==> config.mk <==
export PLATFORM = sky130hd
export DESIGN_NAME = mux16_arbiter_flat
export DESIGN_NICKNAME = d
export VERILOG_FILES = /design/src/rtl/mux16_arbiter_pkg.sv /design/src/rtl/mux16_arbiter_if.sv /design/src/rtl/mux16_arbiter_mux16.sv /design/src/rtl/mux16_arbiter.sv /design/src/flat_wrapper.sv
export SDC_FILE = /design/constraint.sdc
export NUM_CORES = 1
export LEC_CHECK = 0
export CELL_PAD_IN_SITES_DETAIL_PLACEMENT = 1
export CELL_PAD_IN_SITES_GLOBAL_PLACEMENT = 1
export CORE_UTILIZATION = 32
export DETAILED_ROUTE_END_ITERATION = 7
export MAX_ROUTING_LAYER = met4
export PLACE_DENSITY = 0.82
export SYNTH_ARGS = -nofsm -noshare
export SYNTH_HDL_FRONTEND = slang
export SYNTH_SLANG_ARGS = --single-unit
==> constraint.sdc <==
create_clock -name clk -period 5.15 [get_ports clk]
set_input_delay 0.7725 -clock clk [delete_from_list [all_inputs] [get_ports clk]]
set_output_delay 0.7725 -clock clk [all_outputs]
set_load 0.02 [all_outputs]
==> src/rtl/mux16_arbiter_pkg.sv <==
// Shared encodings for the two-requester Mux16 arbiter: FSM states and owner identifiers.
package mux16_arbiter_pkg;

  typedef enum logic [1:0] {
    StIdle = 2'd0,
    StOwnA = 2'd1,
    StOwnB = 2'd2
  } state_e;

  typedef logic owner_t;

  localparam owner_t OwnerA = 1'b0;
  localparam owner_t OwnerB = 1'b1;

  localparam int unsigned CountW = 4;

endpackage

==> src/rtl/mux16_arbiter_if.sv <==
// Producer/consumer bus around the arbiter: two request/data/ack channels and one output channel.
interface mux16_arbiter_if;

  logic        req_a;
  logic [15:0] data_a;
  logic        req_b;
  logic [15:0] data_b;
  logic        ack_a;
  logic        ack_b;
  logic [15:0] out;
  logic        out_valid;
  logic        out_ready;

  // Arbiter side.
  modport slave (
    input  req_a, data_a, req_b, data_b, out_ready,
    output ack_a, ack_b, out, out_valid
  );

  // Producers and consumer side.
  modport master (
    output req_a, data_a, req_b, data_b, out_ready,
    input  ack_a, ack_b, out, out_valid
  );

endinterface

==> src/rtl/mux16_arbiter_mux16.sv <==
// 16-bit two-way word multiplexer; sel_i=0 passes a_i, sel_i=1 passes b_i.
module mux16_arbiter_mux16 (
  input  logic [15:0] a_i,
  input  logic [15:0] b_i,
  input  logic        sel_i,
  output logic [15:0] y_o
);

  assign y_o = sel_i ? b_i : a_i;

endmodule

==> src/rtl/mux16_arbiter.sv <==
// Round-robin arbiter with burst limit, steering two 16-bit producers through a shared Mux16
// into one registered output word.
module mux16_arbiter
  import mux16_arbiter_pkg::*;
#(
  parameter int unsigned BURST = 4
) (
  input logic             clk,
  input logic             reset,
  mux16_arbiter_if.slave  bus
);

  localparam logic [CountW-1:0] BurstCnt = CountW'(BURST);

  state_e              state_q, state_d;
  logic [CountW-1:0]   count_q, count_d;
  owner_t              last_q, last_d;
  logic [15:0]         out_q, out_d;
  logic                out_valid_q, out_valid_d;

  owner_t              winner;
  owner_t              cur_owner;
  logic                any_req;
  logic                at_burst;
  logic                load;
  logic [15:0]         mux_out;

  assign any_req   = bus.req_a | bus.req_b;
  assign at_burst  = (count_q == BurstCnt);
  assign cur_owner = (state_q == StOwnB) ? OwnerB : OwnerA;
  assign load      = any_req & (~out_valid_q | bus.out_ready) & ~reset;

  always_comb begin
    winner = OwnerA;
    if (bus.req_a && !bus.req_b) begin
      winner = OwnerA;
    end else if (bus.req_b && !bus.req_a) begin
      winner = OwnerB;
    end else if (bus.req_a && bus.req_b) begin
      unique case (state_q)
        StOwnA:  winner = at_burst ? OwnerB : OwnerA;
        StOwnB:  winner = at_burst ? OwnerA : OwnerB;
        default: winner = ~last_q;
      endcase
    end
  end

  mux16_arbiter_mux16 u_mux16 (
    .a_i   (bus.data_a),
    .b_i   (bus.data_b),
    .sel_i (winner == OwnerB),
    .y_o   (mux_out)
  );

  always_comb begin
    state_d     = state_q;
    count_d     = count_q;
    last_d      = last_q;
    out_d       = out_q;
    out_valid_d = out_valid_q;

    if (load) begin
      state_d = (winner == OwnerB) ? StOwnB : StOwnA;
      // Same owner continues unless it just hit the limit; a lone requester restarts at 1.
      if (state_q != StIdle && winner == cur_owner && !at_burst) begin
        count_d = count_q + 1'b1;
      end else begin
        count_d = 1;
      end
      last_d      = winner;
      out_d       = mux_out;
      out_valid_d = 1'b1;
    end else begin
      if (!any_req) begin
        state_d = StIdle;
      end
      if (bus.out_ready) begin
        out_valid_d = 1'b0;
      end
    end
  end

  always_ff @(posedge clk) begin
    if (reset) begin
      state_q     <= StIdle;
      count_q     <= '0;
      last_q      <= OwnerB;
      out_q       <= 16'h0000;
      out_valid_q <= 1'b0;
    end else begin
      state_q     <= state_d;
      count_q     <= count_d;
      last_q      <= last_d;
      out_q       <= out_d;
      out_valid_q <= out_valid_d;
    end
  end

  assign bus.ack_a     = load & (winner == OwnerA);
  assign bus.ack_b     = load & (winner == OwnerB);
  assign bus.out       = out_q;
  assign bus.out_valid = out_valid_q;

endmodule
==> src/flat_wrapper.sv <==
// flat-port wrapper written by rule: the top's interface ports become plain ports
module mux16_arbiter_flat import mux16_arbiter_pkg::*;
#(
  parameter int unsigned BURST = 4
)
  (clk, reset, bus_req_a, bus_data_a, bus_req_b, bus_data_b, bus_out_ready, bus_ack_a, bus_ack_b, bus_out, bus_out_valid);
  mux16_arbiter_if bus_i ();
  input logic clk;
  input logic reset;
  input wire logic [$bits(bus_i.req_a)-1:0] bus_req_a;
  input wire logic [$bits(bus_i.data_a)-1:0] bus_data_a;
  input wire logic [$bits(bus_i.req_b)-1:0] bus_req_b;
  input wire logic [$bits(bus_i.data_b)-1:0] bus_data_b;
  input wire logic [$bits(bus_i.out_ready)-1:0] bus_out_ready;
  output wire logic [$bits(bus_i.ack_a)-1:0] bus_ack_a;
  output wire logic [$bits(bus_i.ack_b)-1:0] bus_ack_b;
  output wire logic [$bits(bus_i.out)-1:0] bus_out;
  output wire logic [$bits(bus_i.out_valid)-1:0] bus_out_valid;
  assign bus_i.req_a = bus_req_a;
  assign bus_i.data_a = bus_data_a;
  assign bus_i.req_b = bus_req_b;
  assign bus_i.data_b = bus_data_b;
  assign bus_i.out_ready = bus_out_ready;
  assign bus_ack_a = bus_i.ack_a;
  assign bus_ack_b = bus_i.ack_b;
  assign bus_out = bus_i.out;
  assign bus_out_valid = bus_i.out_valid;
  mux16_arbiter #(.BURST(BURST)) u_core (.clk(clk), .reset(reset), .bus(bus_i));
endmodule
# --- Word-level counts from Yosys, hierarchy flattened ---
# Cells that the tools add are included.
classes:
  n_reduce_logical: 10
  n_eq_ne: 5
  n_bitwise: 10
  mux: 14
  addsub: 1
ops:
  columns: ["op", "n"]
  rows:
  - ["$mux 16", 1]
  - ["$mux 1", 8]
  - ["$mux 2", 3]
  - ["$logic_and 1x1->1", 5]
  - ["$add 4x1->4 const B", 1]
  - ["$and 1x1->1", 4]
  - ["$eq 4x3->1 const B", 1]
  - ["$mux 4", 1]
  - ["$not 1->1", 4]
  - ["$reduce_bool 2->1", 2]
  - ["$logic_not 1->1", 3]
  - ["$eq 2x1->1 const B", 1]
  - ["$eq 2x2->1 const B", 1]
  - ["$ne 2x2->1 const B", 1]
  - ["$or 1x1->1", 2]
  - ["$pmux 1 s2", 1]
  - ["$eq 1x1->1", 1]
word_totals:
  input_bits: 37
  reg_bits: 24
  wordCells: 45
  output_inout_bits: 19

# --- Logic depth before layout (Yosys ltp) ---
depth:
  ltp_word: 10
  depth_mapped: 8
  mapped_depth_nobuf: 6

# --- By module ---
# A second synthesis with hierarchy kept.
hier_totals:
  hier_cells: 150
  hier_area_um2: 1370.1
modules_own_cells:
  columns: ["mod", "area_per_inst_um2", "cells_per_inst", "instances"]
  rows:
  - ["mux16_arbiter", 1121.1, 132, 1]
  - ["mux16_arbiter_mux16", 249.0, 18, 1]

# --- Worst setup path after synthesis ---
# OpenSTA, ideal clock, no wires.
synth_path:
  path_kind: "input-to-output"
  start: "in reset"
  end: "out bus_ack_b"
  t_arrival_ns: 1.650
  setup_slack_ns: 2.727
  cell_stages: 6
  cell_sequence: "inv_1 > o211a_1 > buf_4 > buf_2 > nand3_1 > inv_1"
synth_between:
  elab_chain_len: 3
synth_lines:
  columns: ["item", "line", "source"]
  rows:
  - ["from (decl)", "flat_wrapper.sv:9", "input logic reset;"]
  - ["$not 1->1", "mux16_arbiter.sv:31", "assign load = any_req & (~out_valid_q | bus.out_ready) & ~reset;"]
  - ["$and 1x1->1", "mux16_arbiter.sv:31", null]
  - ["$and 1x1->1", "mux16_arbiter.sv:100", "assign bus.ack_b = load & (winner == OwnerB);"]
  - ["to (decl)", "flat_wrapper.sv:16", "output wire logic [$bits(bus_i.ack_b)-1:0] bus_ack_b;"]
# Every way passes these cells.

# --- Worst setup path after layout ---
# Same ends and word-level chain as after synthesis.

==> metrics.txt <==
global-route usage over all layers 20.7%; maximum fanout along the worst path 21; final-stage net count ~250; Die Area 4410 sq um; RSZ-0062 raised after global routing false; first-pass iteration count of the detailed router 4; Setup Fix Bufs, Post-CTS 0; Least-Margin Pin Slew 794 ps; min-delay src u_core.bus.out[12]; Cell variety after synth 35; non-filler cells, final about 250; Final GP Congestion 0.772; Startpoint Class input port; worst path arrival time 3190 ps; worst hold slack 503 ps; Seq/Total Area, Yosys 36.2%; Final TNS setup 0 ps; most common cell after layout, fill and taps aside clkdlybuf4s50_1; cell taking the most area after synthesis dfxtp_1; DRT Wirelength 4260 um; Post-Syn Area per Cell 8.57 sq um; Final ANT Viol Nets 0; max_slew headroom roughly 47%; drc violations 0; Final WS setup 1190 ps; CTS sink count 24; Max Clk Rate 253 MHz; H-tree depth 1; Vias 1411; pre-CTS setup slack roughly 1200 ps; Max clock buf depth 2; Tot Pwr 477 uW; Synthesis Warnings 0; drt via density 5.58; Site Rows 23; min cycle time layout 3960 ps; CORE AREA between 4000 and 5000 sq um; top cells by area, synth dfxtp_1 36%, a311oi_1 8.6%, nand3_1 7.2%, nor2_1 4.8%, ha_1 4.7%; initial antenna violation count 0; most frequent cells in the layout 55 x clkdlybuf4s50_1, 24 x dfxtp_1, 19 x nand3_1; total grt overflow 0; die height 66.4 um; Critical Path Start reset; initial core utilization 33.2%; layout cells sized above 1 under 10%; cts bufs inserted 3; setup violators final 0; Clk Latency, worst-skew pair between 200 and 300 ps; Synth-to-Final Area Change 44.1%; Final Max Slew Viols 0; dpl cells 250; hold path depth 2; Worst-path clk slew 80 ps; Synth Cell Area 1330 sq um; hold_buf cts 0; Boundary Pins 56; vias in the first global route around 1400; CP Class in -> out; worst r2r src u_core.state_q[0]; global-route wire length before repair about 6700 um; Final Skew 4.96 ps; Leak 0.661 nW; Yosys top cell area share 36.2%; dpl hpwl 3100 um; R2R depth 6; HP Class reg -> reg; largest net degree at the start of global routing 33; endpoint type of the worst setup path output port; CP required 4380 ps; Worst VDD drop roughly 0.0001 V; PD cells 249 nW/um^2; Antenna Cells 0; Chip Width roughly 66 um; port bufs 55; status completed; CTS tree done; Syn Inst Count 155; WL/cell 16.8 um; Hold Vio Cnt, Final 0; Synth Register Bits 24; DRT iter0 DRCs 62; Tcrit/Tclk final 76.9%; syn_nets 197; CTS resizes 0; maxcap violations 0; CTS Root Cell clkbuf_8
-- power breakdown --
part           leakage, nW  internal (mW)  switching, mW
sequential           0.198          0.201         0.0101
clock               0.0216         0.0525         0.0634
combinational        0.441         0.0724         0.0775
total                0.661          0.326          0.151
-- final cells by class --
| cell class | count | area (sq um) |
|---|---|---|
| Fill cell | 468 | 2090 |
| Tap cell | 50 | 62.6 |
| Sequential cell | 24 | 480 |
| Inverter | 8 | 30.0 |
| Clock buffer | 3 | 41.3 |
| Multi-Input combinational cell | 112 | 742 |
| Timing Repair Buffer | 56 | 558 |
-- Yosys cell counts, drive strengths merged --
master,count
o211ai,5
a311oi,13
o21ai,14
clkbuf,3
nand4,7
buf,8
and3b,1
and2,2
dfxtp,24
ha,5
a21oi,4
nand4b,2
nand3b,1
a21o,1
or3b,1
o31a,1
a2111oi,1
or3,2
nor2,17
nand2b,1
nand2,7
inv,8
o211a,2
a31o,1
nor2b,2
a31oi,3
nand3,19
-- critical path: stages --
cell and delay, ps:
clkdlybuf4s50_1 810, inv_1 370, o211a_1 390, nand3_1 160, inv_1 90, clkdlybuf4s50_1 600
-- registers in the layout, summed over array words and instances (netlist names) --
register / flops
u_core.bus.out: 16
u_core.bus.out_valid: 1
u_core.count_q: 4
u_core.last_q: 1
u_core.state_q: 2
-- routing by layer --
metal	vias to the layer above	share of wire [%]	global-route usage (%)
li1	674	-	-
met1	704	44	25.1
met2	29	52	36.1
met3	4	2.8	1.72
met4	0	1.4	6.38
met5	-	0	-
-- per-stage QoR --
step | instance area (sq um) | util, %
floorplan | 1330 | -
CTS | 1910 | 47.9
global route | 1910 | 47.9
finish | 1910 | 47.9
detailed placement | 1870 | 46.8
global placement | 1870 | 46.8
-- cell families (layout without fill, tap and decap cells) --
logic type | Yosys count | count (layout) | share of synthesized area, %
simple gates | 62 | 62 | 24.2
compound gates | 45 | 45 | 26.9
flops | 24 | 24 | 36.2
buf+inv | 19 | 67 | 8.00
fa+ha+maj | 5 | 5 | 4.71
-- final timing paths --
path                             end  slack [ps]
hold reg to reg   u_core.bus.out[12]         500
hold / removal    u_core.bus.out[12]         500
setup reg to reg  u_core.bus.out[15]        3140
setup / recovery           bus_ack_b        1190
Power figures use the tool's default switching activity.
